## config.mk

```make
export PLATFORM = sky130hd
export DESIGN_NAME = oddeven_sorter_flat
export DESIGN_NICKNAME = d
export VERILOG_FILES = /design/src/rtl/oddeven_sorter_pkg.sv /design/src/rtl/oddeven_sorter_if.sv /design/src/rtl/oddeven_sorter_cmp_swap.sv /design/src/rtl/oddeven_sorter.sv /design/src/flat_wrapper.sv
export SDC_FILE = /design/constraint.sdc
export NUM_CORES = 1
export LEC_CHECK = 0
export BUFFER_PORTS_ARGS = -buffer_cell sky130_fd_sc_hd__buf_2
export CAP_MARGIN = 20
export CORE_MARGIN = 4
export CORE_UTILIZATION = 55
export DETAILED_ROUTE_END_ITERATION = 16
export GPL_ROUTABILITY_DRIVEN = 0
export GPL_TIMING_DRIVEN = 0
export PLACE_DENSITY_LB_ADDON = 0.3
export SYNTH_ARGS = -nofsm -noshare
export SYNTH_HDL_FRONTEND = slang
export SYNTH_SLANG_ARGS = --single-unit
```

## constraint.sdc

```tcl
create_clock -name clk -period 4.35 [get_ports clk]
set_input_delay 0.2175 -clock clk [delete_from_list [all_inputs] [get_ports clk]]
set_output_delay 0.2175 -clock clk [all_outputs]
set_load 0.05 [all_outputs]
```

## src/rtl/oddeven_sorter_pkg.sv

```systemverilog
// Shared types and default sizes for the odd-even transposition sorter.
package oddeven_sorter_pkg;

  localparam int DEF_W = 4;
  localparam int DEF_N = 8;

  typedef enum logic [1:0] {
    ST_LOAD   = 2'd0,
    ST_SORT   = 2'd1,
    ST_UNLOAD = 2'd2
  } state_e;

endpackage

```

## src/rtl/oddeven_sorter_if.sv

```systemverilog
// Load/unload streams of the sorter; master is the producer/consumer side.
interface oddeven_sorter_if
  import oddeven_sorter_pkg::*;
#(
  parameter int W = DEF_W
);
  logic         in_valid;
  logic         in_ready;
  logic [W-1:0] in_data;
  logic         out_valid;
  logic         out_ready;
  logic [W-1:0] out_data;
  logic         sorting;

  modport master (
    output in_valid, in_data, out_ready,
    input  in_ready, out_valid, out_data, sorting
  );

  modport slave (
    input  in_valid, in_data, out_ready,
    output in_ready, out_valid, out_data, sorting
  );
endinterface

```

## src/rtl/oddeven_sorter_cmp_swap.sv

```systemverilog
// Combinational compare-swap cell: orders one adjacent pair, flags a swap.
module cmp_swap #(
  parameter int W = 4
) (
  input  logic [W-1:0] a,
  input  logic [W-1:0] b,
  output logic [W-1:0] lo,
  output logic [W-1:0] hi,
  output logic         swapped
);

  // Strict compare so equal words keep their positions.
  assign swapped = (a > b);
  assign lo      = swapped ? b : a;
  assign hi      = swapped ? a : b;

endmodule

```

## src/rtl/oddeven_sorter.sv

```systemverilog
// Odd-even transposition sorter: load N words, sort ascending, stream out.
// Optional macro ODDEVEN_SORTER_EARLY_DONE_EN: leave SORT once an even and
// an odd phase in a row made no swap (N-phase limit still applies).
module oddeven_sorter
  import oddeven_sorter_pkg::*;
#(
  parameter int W = DEF_W,
  parameter int N = DEF_N
) (
  input  logic               clk,
  input  logic               reset,
  oddeven_sorter_if.slave    bus
);

  localparam int IW = $clog2(N);
  localparam int PW = IW + 1;

  state_e        state;
  logic [IW-1:0] idx;
  logic [PW-1:0] phase;
  logic [W-1:0]  rows     [N];
  logic [W-1:0]  rows_nxt [N];
  logic [W-1:0]  lo_w     [N-1];
  logic [W-1:0]  hi_w     [N-1];
  logic [N-2:0]  sw_w;
  logic          swap_any;
  logic          last_idx;
  logic          last_phase;
  logic          sort_done;

  for (genvar i = 0; i < N - 1; i++) begin : g_cell
    cmp_swap #(.W(W)) u_cmp_swap (
      .a       (rows[i]),
      .b       (rows[i+1]),
      .lo      (lo_w[i]),
      .hi      (hi_w[i]),
      .swapped (sw_w[i])
    );
  end

  // Write back only the cells whose pair parity matches the current phase.
  always_comb begin
    rows_nxt = rows;
    swap_any = 1'b0;
    for (int i = 0; i < N - 1; i++) begin
      if (i[0] == phase[0]) begin
        rows_nxt[i]   = lo_w[i];
        rows_nxt[i+1] = hi_w[i];
        swap_any      = swap_any | sw_w[i];
      end
    end
  end

  assign last_idx   = (idx == IW'(N - 1));
  assign last_phase = (phase == PW'(N - 1));

`ifdef ODDEVEN_SORTER_EARLY_DONE_EN
  logic prev_sw;
  assign sort_done = last_phase || ((phase != '0) && !swap_any && !prev_sw);
`else
  // The swap result only matters for the early exit.
  logic unused_swap;
  assign unused_swap = swap_any;
  assign sort_done   = last_phase;
`endif

  // Load, sort and unload sequencing with row storage.
  always_ff @(posedge clk or negedge reset) begin
    if (!reset) begin
      state <= ST_LOAD;
      idx   <= '0;
      phase <= '0;
`ifdef ODDEVEN_SORTER_EARLY_DONE_EN
      prev_sw <= 1'b0;
`endif
      for (int i = 0; i < N; i++) rows[i] <= '0;
    end else begin
      case (state)
        ST_LOAD: begin
          if (bus.in_valid) begin
            rows[idx] <= bus.in_data;
            if (last_idx) begin
              idx   <= '0;
              phase <= '0;
`ifdef ODDEVEN_SORTER_EARLY_DONE_EN
              prev_sw <= 1'b0;
`endif
              state <= ST_SORT;
            end else begin
              idx <= idx + IW'(1);
            end
          end
        end
        ST_SORT: begin
          rows  <= rows_nxt;
          phase <= phase + PW'(1);
`ifdef ODDEVEN_SORTER_EARLY_DONE_EN
          prev_sw <= swap_any;
`endif
          if (sort_done) begin
            phase <= '0;
            state <= ST_UNLOAD;
          end
        end
        ST_UNLOAD: begin
          if (bus.out_ready) begin
            if (last_idx) begin
              idx   <= '0;
              state <= ST_LOAD;
            end else begin
              idx <= idx + IW'(1);
            end
          end
        end
        default: state <= ST_LOAD;
      endcase
    end
  end

  assign bus.in_ready  = (state == ST_LOAD);
  assign bus.out_valid = (state == ST_UNLOAD);
  assign bus.sorting   = (state == ST_SORT);
  assign bus.out_data  = rows[idx];

endmodule

```

## src/flat_wrapper.sv

```systemverilog
// flat-port wrapper written by rule: the top's interface ports become plain ports
module oddeven_sorter_flat import oddeven_sorter_pkg::*;
#(
  parameter int W = DEF_W,
  parameter int N = DEF_N
)
  (clk, reset, bus_in_valid, bus_in_data, bus_out_ready, bus_in_ready, bus_out_valid, bus_out_data, bus_sorting);
  oddeven_sorter_if #(.W(W)) bus_i ();
  input  logic clk;
  input  logic reset;
  input wire logic [$bits(bus_i.in_valid)-1:0] bus_in_valid;
  input wire logic [$bits(bus_i.in_data)-1:0] bus_in_data;
  input wire logic [$bits(bus_i.out_ready)-1:0] bus_out_ready;
  output wire logic [$bits(bus_i.in_ready)-1:0] bus_in_ready;
  output wire logic [$bits(bus_i.out_valid)-1:0] bus_out_valid;
  output wire logic [$bits(bus_i.out_data)-1:0] bus_out_data;
  output wire logic [$bits(bus_i.sorting)-1:0] bus_sorting;
  assign bus_i.in_valid = bus_in_valid;
  assign bus_i.in_data = bus_in_data;
  assign bus_i.out_ready = bus_out_ready;
  assign bus_in_ready = bus_i.in_ready;
  assign bus_out_valid = bus_i.out_valid;
  assign bus_out_data = bus_i.out_data;
  assign bus_sorting = bus_i.sorting;
  oddeven_sorter #(.W(W), .N(N)) u_core (.clk(clk), .reset(reset), .bus(bus_i));
endmodule
```

After elaboration in Yosys (flattened, before gate mapping):

Index checks and enable logic that the tools add are counted.
Widths: inputs -> output; s select.

* register bits after elaboration: 41
* input port bits: 8
* output and inout port bits: 7
* logic and storage cells: 100

* add/subtract/negate cells: 2
* order comparisons: 9
* equality and inequality tests: 19
* multiplexer cells: 43
* bitwise operators: 1
* reductions and logical operators: 15

Operators with widths (count)
* $mux 4: 20
* $pmux 32 s2: 1
* $mux 8: 7
* $bwmux 32: 1
* $mux 32: 1
* $reduce_and 4->1: 8
* $gt 4x4->1: 7
* $bmux 4 s3: 1
* $demux 4 s3: 1
* $ne 3x1->1 const B: 4
* $mux 2: 5
* $ne 2x1->1 const B: 5
* $mux 3: 3
* $ne 3x3->1 const B: 3
* $pmux 4 s2: 1
* $ne 2x2->1 const B: 3
* $pmux 2 s3: 1
* $pmux 3 s2: 1
* $reduce_and 3->1: 2
* $reduce_and 5->1: 1
* $add 4x1->4 const B: 1
* $eq 4x3->1 const B: 1
* $ge 4x4->1 const B: 1
* $lt 4x1->1 const B: 1
* 8 further kinds: 9

Depth between registers and ports, before layout:

* depth after elaboration: 10
* depth in mapped cells: 8

By module:

Synthesis repeated with hierarchy kept, for this count alone.

* cells, all modules: 434
* area total of the unflattened synthesis: 4200.3 µm²

Modules (own cells, without submodules)
* oddeven_sorter: instances 1, cells each 287, area an instance 2763.9 µm²
* cmp_swap: instances 7, cells each 21, area an instance 205.2 µm²

Worst setup path before layout:

No wires, ideal clock.

* kind: reg-to-output
* start point: register u_core.idx[1]
* end point: output port bus_out_data[1]
* arrival: 2051 ps
* required time: 4133 ps
* slack: 2082 ps
* cell stages (with the launch flop): 5
* path buffers: 2
* path through: dfrtp_1 buf_2 clkbuf_1 a31oi_1 o21ai_0

* cells in the longest elaborated chain, start to end: 4

Ends and longest elaborated chain
* start, declared: RTL line oddeven_sorter.sv:19 `logic [IW-1:0] idx;`
* start signal, assigned: RTL line oddeven_sorter.sv:90 `idx <= idx + IW'(1);`
* start signal, assigned: RTL line oddeven_sorter.sv:111 `idx <= idx + IW'(1);`
* $not 3->4 (not written as such): RTL line oddeven_sorter.sv:123 `assign bus.out_data = rows[idx];`
* $bmux 4 s3: RTL line oddeven_sorter.sv:123
* $mux 4 (not written as such) (2 in a row): RTL line oddeven_sorter.sv:123
* end, declared: RTL line flat_wrapper.sv:16 `output wire logic [$bits(bus_i.out_data)-1:0] bus_out_data;`

No other way between the ends. The select of a mux whose other input is x is not followed.

Worst setup path after layout:

* start point: register u_core.idx[1]
* end point: output port bus_out_data[3]

The elaborated chain is that of the path after synthesis.

==> results.py <==
metrics = {
    "run_status": {
        "outcome": "completed",
    },
    "detailed_routing": {
        "wl_met2_mm": 4.24,
        "firstDrtPassIters": 5,
        "num_vias": 2995,
        "drtIter0Drc": 399,
        "wl_mm": 9.24,
        "avgViaCountPerCell": 6.66,
        "ant_nets": 0,
        "avgRoutedWirePerCell_um": 20.5,
        "drc_errors": 0,
        "wl_met1_mm": 3.88,
        "dr_wl_met3_um": 775,
        "maxUsedRoutingLayer": "met4",
    },
    "timing": {
        "drv_slew": 0,
        "period_minus_slack_ns": 2.40,
        "setup-tns-final_ns": 0,
        "grt_setup_unrepaired": "false",
        "min_period_over_period": 0.552,
        "worst_pin_slew_ns": 0.929,
        "setup_viol": 0,
        "fin_skew_ns": 0.0139,
        "slew_headroom": 0.381,
        "fmax_mhz": 416,
        "finalHoldViolations": 0,
    },
    "layout": {
        "fin_util": 0.612,
        "fin_area_um2": 3620,
        "area_growth_pct": 8.38,
        "antenna_cells": 0,
        "final_net_count": 413,
        "layout-drive-gt1-share": 0.200,
    },
    "global_routing": {
        "grt_antenna_before_repair": 0,
        "overflow": 0,
        "grt_start_max_net_pins": 42,
        "grt_pass1_wl_mm": 15.3,
        "grt_pass1_vias": 3016,
        "grtUsageTotal": 0.272,
    },
    "synthesis": {
        "syn_area_per_cell_um2": 9.47,
        "yosysSeqAreaShare": 0.307,
        "ys_types": 47,
        "synth_top_area_frac": 0.307,
        "synth_seq_cells": 41,
        "synth_area_leaders": "dfrtp_1 (31%), ha_1 (12%), mux2_2 (9.8%)",
        "syn-num-nets": 392,
        "syn-cell-area_um2": 3340,
        "ys.flop_type": "dfrtp_1",
        "synth_top_cell_by_area": "dfrtp_1",
        "async_flop_share": 1.00,
        "synth_warnings": 0,
        "synth_edf_count": 0,
        "netlist_instances": 353,
    },
    "worst_setup_path": {
        "r2r_slack_ns": 2.16,
        "path_max_fanout": 10,
        "timing.rr.end": "u_core.rows[23]",
        "worst_setup_path_end_kind": "primary output",
        "r2r_start": "u_core.state[1]",
        "rr_worst_depth": 5,
        "required_ns": 4.13,
        "endpoint": "bus_out_data[3]",
        "startpoint_type": "flop",
        "startpoint": "u_core.idx[1]",
        "critPathArrivalTime_ns": 2.19,
        "crit_type": "reg -> out",
    },
    "clock_network": {
        "cts_setup_buffers": 0,
        "cts_root_buf": "clkbuf_8",
        "cts_sinks": 41,
        "cts_hold_buf": 0,
        "cts_resized": 0,
        "worstSkewPairLatency_ns": 0.31,
        "cts_tree": "done",
        "cts_max_level": 2,
        "clk_pin_slew_ns": 0.09,
        "cts_buffer_depth": 2,
        "cts-buffers-inserted": 5,
    },
    "floorplanning": {
        "coreArea_um2": 5920,
        "io_pins": 15,
        "initial_core_util": 0.565,
        "die-area_um2": 7390,
        "die_x_um": 86.0,
        "row_count": 28,
        "die_h_um": 86.0,
    },
    "worst_hold_path": {
        "hp-class": "in -> async",
    },
    "power_and_ir_drop": {
        "intPower_mw": 1.48,
        "max-vdd-ir-drop_v": 0.000465,
        "combPwrFrac": 0.631,
        "p_switching_mw": 1.51,
        "switching_share": 0.506,
        "leakage_nw": 1.61,
        "power_density_nw_per_um2": 825,
        "power.clock.fraction": 0.109,
        "seq_power_share": 0.261,
    },
    "place": {
        "io_buffer_count": 14,
        "dp.final_hpwl_mm": 6.83,
        "placed_area_um2": 3510,
    },
    "flow_run": {
        "cap_violations": 0,
    },
}
power by group through the flow:
stage / logic, mW / clock network, mW / registers, mW
final: 1.89 / 0.325 / 0.779
after global routing: 2.08 / 0.349 / 0.797
after CTS: 1.87 / 0.333 / 0.769
after detailed placement: 1.85 / 0 / 0.775
after global placement: 1.79 / 0 / 0.772
after floorplan: 1.48 / 0 / 0.675
registers in the layout (all words and copies together) (netlist names):
name,flops
u_core.phase,4
u_core.rows,32
u_core.idx,3
u_core.state,2
stage by stage:
stage,hold WS [ns],worst slack (ns),power [mW],std cells
after floorplan,-0.0781,2.08,2.15,353
after detailed placement,0.405,2.20,2.63,442
after global placement,0.405,2.24,2.56,442
after global routing,0.120,1.82,3.23,450
after CTS,0.0759,1.98,2.97,450
final,0.0501,1.95,2.99,450
synth_stat cells, drive strengths merged, types with 2 or more instances:
cell	instances
dfrtp	41
nand2	34
inv	33
ha	31
mux2i	31
mux2	29
o22ai	25
o21ai	22
buf	11
nor2	10
nor2b	10
a21oi	9
nand3	8
o211ai	7
a31oi	6
a22oi	5
nand4	5
and4	4
a221oi	3
clkbuf	3
o221ai	3
a21boi	2
and3	2
nand2b	2
nand3b	2
o2111ai	2
o311ai	2
routing by layer:
| metal | vias up | GRT usage |
|---|---|---|
| met5 | - | 0 |
| met2 | 131 | 0.425 |
| met1 | 1469 | 0.363 |
| li1 | 1359 | - |
| met4 | 0 | 0.140 |
| met3 | 36 | 0.0403 |
layout by cell type, fill, tap and decap left out, types with 2 or more instances in the layout:
master	instances
a31oi_4	2
ha_1	31
o22ai_1	25
inv_1	32
mux2i_1	31
a21oi_1	9
nand3_1	8
o211ai_1	7
o221ai_1	2
buf_4	2
a22oi_1	5
a21boi_0	2
nor2_1	10
and4_1	3
nand2_1	34
and3_1	2
nand3b_1	2
clkbuf_8	6
nor2b_1	10
a31oi_1	3
o21ai_0	22
nand4_1	4
clkbuf_1	4
mux2_2	29
buf_2	23
a221oi_1	3
o2111ai_2	2
dfrtp_1	41
worst min-delay path by stage:
stage                     depth (start not counted)              to  start  slack [ns]
after floorplan                                   0   u_core.idx[0]  reset       -0.08
after global routing                              1  u_core.rows[2]  reset        0.12
after CTS                                         1   u_core.idx[2]  reset        0.08
after detailed placement                          1  u_core.rows[2]  reset        0.40
after global placement                            1  u_core.rows[7]  reset        0.40
final                                             1  u_core.rows[2]  reset        0.05
layout make-up:
| cell class | count | area [um2] |
|---|---|---|
| tap | 75 | 93.8 |
| inverter | 33 | 126 |
| clock buffer | 7 | 86.3 |
| sequential | 41 | 1030 |
| multi-input combinational | 265 | 2120 |
| fill | 513 | 2300 |
| timing repair buffer | 14 | 70.1 |
| buffer | 14 | 71.3 |
| clock inverter | 1 | 30.0 |
cell families (layout without fill, tap and decap cells):
family | after synthesis | in the layout | synth area share
compound gates | 93 | 93 | 0.198
fa+ha+maj | 31 | 31 | 0.116
mux | 61 | 61 | 0.197
simple gates | 80 | 80 | 0.123
buf+inv | 47 | 69 | 0.0591
flops | 41 | 41 | 0.307
worst max-delay path: stages, from the launching register on:
cell	delay, ns
dfrtp_1	0.41
buf_2	0.26
clkbuf_1	0.36
nand2_1	0.09
o21ai_0	0.09
a22oi_1	0.09
o221ai_1	0.25
buf_2	0.32
No activity file was read; power rests on OpenSTA's default activity.
